## src/rtl/alu_pkg.sv

```systemverilog
`default_nettype none
// ============================================================================
// Module      : alu_pkg
// Description : Shared opcode encodings, opcode enum and FSM state enum
//               for the sequential ALU (seq_alu) and its add/sub unit.
// Revision    : 1.0 - initial release
// ============================================================================
package alu_pkg;

    // Opcode encodings as presented on the op port
    localparam logic [2:0] OPC_AND  = 3'b000;
    localparam logic [2:0] OPC_OR   = 3'b001;
    localparam logic [2:0] OPC_ADD  = 3'b010;
    localparam logic [2:0] OPC_SUB  = 3'b011;
    localparam logic [2:0] OPC_SLT  = 3'b100;
    localparam logic [2:0] OPC_MUL  = 3'b101;
    localparam logic [2:0] OPC_ILL6 = 3'b110;
    localparam logic [2:0] OPC_ILL7 = 3'b111;

    typedef enum logic [2:0] {
        OP_AND  = OPC_AND,
        OP_OR   = OPC_OR,
        OP_ADD  = OPC_ADD,
        OP_SUB  = OPC_SUB,
        OP_SLT  = OPC_SLT,
        OP_MUL  = OPC_MUL,
        OP_ILL6 = OPC_ILL6,
        OP_ILL7 = OPC_ILL7
    } op_t;

    typedef enum logic [1:0] {
        IDLE = 2'd0,
        MUL  = 2'd1,
        DONE = 2'd2
    } state_t;

endpackage : alu_pkg
`default_nettype wire

```

## src/rtl/alu_addsub.sv

```systemverilog
`default_nettype none
// ============================================================================
// Module      : alu_addsub
// Description : Combinational WIDTH-bit adder/subtractor. SUB is computed as
//               a + ~b + 1. Shared by ADD, SUB and SLT.
// Ports       : a, b      - operands
//               sub       - 1 selects subtraction
//               sum       - low WIDTH bits of the result
//               carry_out - bit WIDTH of the WIDTH+1-bit sum
//               overflow  - signed overflow
// Revision    : 1.0 - initial release
// ============================================================================
module alu_addsub #(
    parameter int WIDTH = 32
) (
    input  logic [WIDTH-1:0] a,
    input  logic [WIDTH-1:0] b,
    input  logic             sub,
    output logic [WIDTH-1:0] sum,
    output logic             carry_out,
    output logic             overflow
);

    logic [WIDTH-1:0] b_eff;
    logic [WIDTH:0]   full_sum;

    assign b_eff    = sub ? ~b : b;
    assign full_sum = {1'b0, a} + {1'b0, b_eff} + {{WIDTH{1'b0}}, sub};

    assign sum       = full_sum[WIDTH-1:0];
    assign carry_out = full_sum[WIDTH];
    // Operands of equal sign producing a result of the other sign
    assign overflow  = (a[WIDTH-1] == b_eff[WIDTH-1]) &&
                       (full_sum[WIDTH-1] != a[WIDTH-1]);

endmodule : alu_addsub
`default_nettype wire

```

## src/rtl/seq_alu.sv

```systemverilog
`default_nettype none
// ============================================================================
// Module      : seq_alu
// Description : Registered ALU with valid/ready handshake, status flags, SLT
//               and an optional iterative shift-add multiplier. One operation
//               in flight; the result is held until consumed.
// Config      : ALU_MUL_EN - when defined, the MUL state and multiplier
//               datapath are built; otherwise op 101 reports illegal.
// Ports       : clk, reset (sync, active-high)
//               in_valid/in_ready, a, b, op      - request side
//               out_valid/out_ready, result,
//               carry_out, overflow, zero, illegal - response side
// Revision    : 1.0 - initial release
// ============================================================================
module seq_alu
    import alu_pkg::*;
#(
    parameter int WIDTH = 32,
    parameter int CNT_W = $clog2(WIDTH) + 1
) (
    input  logic             clk,
    input  logic             reset,
    input  logic             in_valid,
    output logic             in_ready,
    input  logic [WIDTH-1:0] a,
    input  logic [WIDTH-1:0] b,
    input  logic [2:0]       op,
    output logic             out_valid,
    input  logic             out_ready,
    output logic [WIDTH-1:0] result,
    output logic             carry_out,
    output logic             overflow,
    output logic             zero,
    output logic             illegal
);

    state_t           state;
    state_t           state_next;
    op_t              op_in;
    logic             load_alu;
    logic             start_mul;
    logic             is_mul;

    logic [WIDTH-1:0] as_sum;
    logic             as_carry;
    logic             as_ovf;
    logic             as_sub;

    logic [WIDTH-1:0] alu_res;
    logic             alu_carry;
    logic             alu_ovf;
    logic             alu_ill;

    assign op_in     = op_t'(op);
    assign in_ready  = (state == IDLE) && !reset;
    assign out_valid = (state == DONE);

    // SLT is derived from a - b, so everything except ADD subtracts
    assign as_sub = (op_in != OP_ADD);

    alu_addsub #(
        .WIDTH(WIDTH)
    ) u_addsub (
        .a        (a),
        .b        (b),
        .sub      (as_sub),
        .sum      (as_sum),
        .carry_out(as_carry),
        .overflow (as_ovf)
    );

    // Single-cycle operations, evaluated on the live inputs at acceptance
    always_comb begin
        alu_res   = '0;
        alu_carry = 1'b0;
        alu_ovf   = 1'b0;
        alu_ill   = 1'b0;
        case (op_in)
            OP_AND: alu_res = a & b;
            OP_OR:  alu_res = a | b;
            OP_ADD, OP_SUB: begin
                alu_res   = as_sum;
                alu_carry = as_carry;
                alu_ovf   = as_ovf;
            end
            // Signed less-than: sign of (a - b) corrected by overflow
            OP_SLT: alu_res = {{(WIDTH-1){1'b0}}, as_sum[WIDTH-1] ^ as_ovf};
            default: alu_ill = 1'b1;
        endcase
    end

`ifdef ALU_MUL_EN
    logic [CNT_W-1:0]   mul_count;
    logic [2*WIDTH-1:0] mul_acc;
    logic [2*WIDTH-1:0] mul_mcand;
    logic [WIDTH-1:0]   mul_mplier;
    logic               mul_done;

    assign is_mul   = (op_in == OP_MUL);
    // One extra cycle after the last iteration to register the product
    assign mul_done = (state == MUL) && (mul_count == CNT_W'(WIDTH));

    always_ff @(posedge clk) begin
        if (reset) begin
            mul_count  <= '0;
            mul_acc    <= '0;
            mul_mcand  <= '0;
            mul_mplier <= '0;
        end else if (start_mul) begin
            mul_count  <= '0;
            mul_acc    <= '0;
            mul_mcand  <= {{WIDTH{1'b0}}, a};
            mul_mplier <= b;
        end else if ((state == MUL) && !mul_done) begin
            if (mul_mplier[0]) begin
                mul_acc <= mul_acc + mul_mcand;
            end
            mul_mcand  <= mul_mcand << 1;
            mul_mplier <= mul_mplier >> 1;
            mul_count  <= mul_count + CNT_W'(1);
        end
    end
`else
    logic mul_done;

    assign is_mul   = 1'b0;
    assign mul_done = 1'b0;
`endif

    // FSM state register
    always_ff @(posedge clk) begin
        if (reset) begin
            state <= IDLE;
        end else begin
            state <= state_next;
        end
    end

    // FSM next-state and control strobes
    always_comb begin
        state_next = state;
        load_alu   = 1'b0;
        start_mul  = 1'b0;
        case (state)
            IDLE: begin
                if (in_valid) begin
                    if (is_mul) begin
                        start_mul  = 1'b1;
                        state_next = MUL;
                    end else begin
                        load_alu   = 1'b1;
                        state_next = DONE;
                    end
                end
            end
            MUL: begin
                if (mul_done) begin
                    state_next = DONE;
                end
            end
            DONE: begin
                if (out_ready) begin
                    state_next = IDLE;
                end
            end
            default: state_next = IDLE;
        endcase
    end

    // Result and flag registers, held stable while in DONE
    always_ff @(posedge clk) begin
        if (reset) begin
            result    <= '0;
            carry_out <= 1'b0;
            overflow  <= 1'b0;
            zero      <= 1'b0;
            illegal   <= 1'b0;
        end else if (load_alu) begin
            result    <= alu_res;
            carry_out <= alu_carry;
            overflow  <= alu_ovf;
            zero      <= (alu_res == '0);
            illegal   <= alu_ill;
        end
`ifdef ALU_MUL_EN
        else if (mul_done) begin
            result    <= mul_acc[WIDTH-1:0];
            carry_out <= 1'b0;
            overflow  <= |mul_acc[2*WIDTH-1:WIDTH];
            zero      <= (mul_acc[WIDTH-1:0] == '0);
            illegal   <= 1'b0;
        end
`endif
    end

endmodule : seq_alu
`default_nettype wire
```

## config.mk

```make
export PLATFORM = sky130hd
export DESIGN_NAME = seq_alu
export DESIGN_NICKNAME = d
export VERILOG_FILES = /design/src/rtl/alu_pkg.sv /design/src/rtl/alu_addsub.sv /design/src/rtl/seq_alu.sv
export SDC_FILE = /design/constraint.sdc
export NUM_CORES = 1
export LEC_CHECK = 0
export ABC_CLOCK_PERIOD_IN_PS = 5400
export CAP_MARGIN = 0
export CORE_ASPECT_RATIO = 0.9
export CORE_MARGIN = 4
export CORE_UTILIZATION = 45
export DETAILED_ROUTE_END_ITERATION = 7
export PLACE_DENSITY = 0.77
export SLEW_MARGIN = 20
export SYNTH_ARGS = -nofsm -noshare
export SYNTH_HDL_FRONTEND = slang
export SYNTH_SLANG_ARGS = --single-unit
export TNS_END_PERCENT = 20
```

## constraint.sdc

```tcl
create_clock -name clk -period 5.4 [get_ports clk]
set_clock_uncertainty 0.05 [all_clocks]
set_input_delay 0.54 -clock clk [delete_from_list [all_inputs] [get_ports clk]]
set_output_delay 0.54 -clock clk [all_outputs]
set_load 0.02 [all_outputs]
```

==> out/qor.csv <==
metric,value,unit
via density per instance,6.13,
HP Class,reg -> reg,
Synth area leaders,"dfxtp_1, ha_1, xnor2_1",
unrepaired setup endpoints after global routing,no,
final number of setup-violating endpoints,0,
hold path start,result[4]$_SDFFE_PP0P_,
Post-synth top cells,"nand2_1, nor2_1, a21oi_1",
Slew headroom,0.271,
first-pass GRT wire length,22900,um
r2r setup slk,2.64,ns
die width,109,um
Reg area,741,sq um
row count,33,
WP data required,5.58,ns
PnR worst setup slack,0.481,ns
Worst R2R Path Depth,11,
CTS H-tree depth,2,
grt ovf,0,
outcome,"complete, no violations",
Synth area leader,dfxtp_1,
Hold Path Stages,2,
io pins,109,
Fin. Hold Viols,0,
Worst Hold Endpoint,result[4]$_SDFFE_PP0P_,
Pleak,0.00208,uW
"Worst Path Class, Setup",in -> reg,
ant diodes,0,
chip height,99.3,um
clock-pin slew on the worst setup and hold paths,0.07,ns
hpwl dp,11600,um
Slew Limit Fails,0,
Nets,772,
Setup Buffers After CTS,0,
Post-Route Setup TNS,0,ns
Worst Setup Start Kind,input port,
routed vias,4826,
gpl congestion,0.905,
switching share of total power,0.393,
CTS sink count,37,
Resized cells post-CTS,0,
P per Cell Area,215,mW/mm^2
max-cap violations,0,
CP max FO,17,
"count leader, synth",nand2_1,
DR DRC count,0,
worst ir drop on vdd,0.000141,V
Hold Buf Count CTS,0,
ys flop type,dfxtp_1,
initial core utilization,0.459,
Worst Path Arrival,5.09,ns
Longest Clk Path Bufs,2,
post-synthesis sequential area ratio,0.178,
RR Startpoint,state[1]$_SDFFE_PP0P_,
Port Buffer Count,108,
P_sw,463,uW
Yosys top cell area share,0.178,
async set or reset register ratio after synthesis,0,
worst slew pin tran,1.09,ns
Syn-to-layout area delta,31.6,%
TritonRoute pass-1 iters,5,
power share of the clock group,0.212,
synth unique cells,61,
Total Routing Usage GR,0.263,
CTS buffer count,5,
Mapped Avg Cell Area,7.28,sq um
Fillers,862,
final period utilization,0.911,
Root Buffer,clkbuf_8,
initial antenna violation count,0,
vias in the first global route,4437,
post-DR wirelength/cell,18.7,um
sequential fraction of design power,0.260,
pre-CTS setup slack,0.347,ns
Final Core Density,0.604,
Synth Register Bits,37,
Final min period,4.92,ns
maximum clock rate,0.203,GHz
Synth Warn #,0,
antenna-violating nets left,0,
die area,0.0109,sq mm
layout cells sized above 1,0.0451,
pin count of the biggest net entering global routing,49,
Mapped Cells,573,
CP endpoint kind,flip-flop,
Post-synth EDFFs,0,
mapped cell area,0.00417,sq mm
final WL,14700,um
Pint,716,uW
Gate power share,0.527,
post-synth net total,681,
initial DRC count,320,
Clock Latency Late Sink,0.29,ns
area of the multi-input gates,0.00326,sq mm
PnR Total Power,1180,uW
Reg-to-Reg End,zero$_SDFFE_PP0P_,
clock tree from TritonCTS,yes,
Core Region,0.00908,sq mm
area by class of cell:
class                      instances  share of cell area
clock buffer                       6              0.0150
clock inverter                     2             0.00684
inverter                          11             0.00752
multi-input combinational        489               0.594
sequential                        37               0.135
tap                              122              0.0278
timing repair buffer             120               0.213
placed cells by master, fill, tap and decap left out, types with 3 or more instances in the layout:
cell type        Yosys  routed
a31oi_1              6       6
nand2_1             78      78
nor2b_1              6       5
o21bai_1             3       3
o31ai_1              3       3
a22oi_1              7       7
clkbuf_8             0       6
nand3_1              9       9
o211ai_1             4       4
a21boi_0             5       5
nor2_1              56      55
ha_1                36      36
dfxtp_1             37      37
o2111ai_1            4       4
a211oi_1            16      16
a21oi_1             51      51
xnor2_1             45      45
clkdlybuf4s50_1      0     108
and3_1               4       4
inv_1               11      11
o221ai_1             4       4
o211a_1              3       3
nand4_1             12      12
nor3_1              15      14
maj3_1               6       6
o21a_1               7       7
xor2_1              11      11
a221oi_1             8       8
buf_4                0      12
nand2b_1            10      10
nor4_1               3       3
and4_1               3       3
a222oi_1             8       8
and2_1               5       5
a21o_1               7       7
o21ai_0             26      26
power groups by stage:
stage               clock network (uW)  logic, uW  registers, uW
detailed placement                   0        609            313
CTS                                254        613            307
global route                       265        672            309
global placement                     0        599            312
floorplan                            0        369            336
finish                             250        622            307
worst max-delay path by stage:
stage	start	end	slack [ns]
6_report	op[0]	result[30]$_SDFFE_PP0P_	0.48
5_1_grt	op[0]	result[30]$_SDFFE_PP0P_	0.31
4_1_cts	op[0]	result[30]$_SDFFE_PP0P_	0.62
3_5_place_dp	op[0]	result[30]$_SDFFE_PP0P_	0.35
3_3_place_gp	op[0]	zero$_SDFFE_PP0P_	0.46
2_1_floorplan	op[2]	result[30]$_SDFFE_PP0P_	0.47
critical path, stage by stage:
cell,delay (ns)
clkdlybuf4s50_1,0.60
nor2_4,0.20
buf_4,0.32
xnor2_1,0.12
ha_1,0.37
nand2b_1,0.13
a211oi_1,0.39
nor2b_1,0.19
o21ba_2,0.29
o41a_1,0.45
o31ai_1,0.48
a21oi_1,0.18
or4b_1,0.49
nand3_1,0.14
nor2_1,0.05
nor3_1,0.15
per-stage QoR:
| stage | std cells | instance area, sq um | hold WS, ns |
|---|---|---|---|
| 2_1_floorplan | 573 | 4170 | 0.485 |
| 3_3_place_gp | 779 | 5370 | 0.394 |
| 3_5_place_dp | 779 | 5370 | 0.402 |
| 4_1_cts | 787 | 5490 | 0.413 |
| 5_1_grt | 787 | 5490 | 0.443 |
| 6_report | 787 | 5490 | 0.409 |
logic make-up (layout without fill, tap and decap cells):
group / after synthesis / after routing / synth area share
AO/OA/AOI/OAI: 181 / 181 / 0.301
XOR/XNOR: 56 / 56 / 0.118
adder cells (fa/ha/maj): 43 / 43 / 0.127
buffers and inverters: 47 / 139 / 0.0441
flip-flops: 37 / 37 / 0.178
multiplexers: 2 / 2 / 0.00480
AND/OR/NAND/NOR: 207 / 207 / 0.228
registers in the layout, indices dropped and copies added, names as in the netlist:
name,count
state,1
illegal,1
overflow,1
carry_out,1
result,32
zero,1
metal layers:
| layer | GRT usage | wire [um] | up-vias |
|---|---|---|---|
| met2 | 0.415 | 6610 | 210 |
| li1 | - | - | 2295 |
| met3 | 0.0305 | 1160 | 28 |
| met5 | 0 | 0 | - |
| met1 | 0.375 | 6650 | 2293 |
| met4 | 0.0815 | 270 | 0 |
Note: power is estimated with default switching activity, not from simulation.
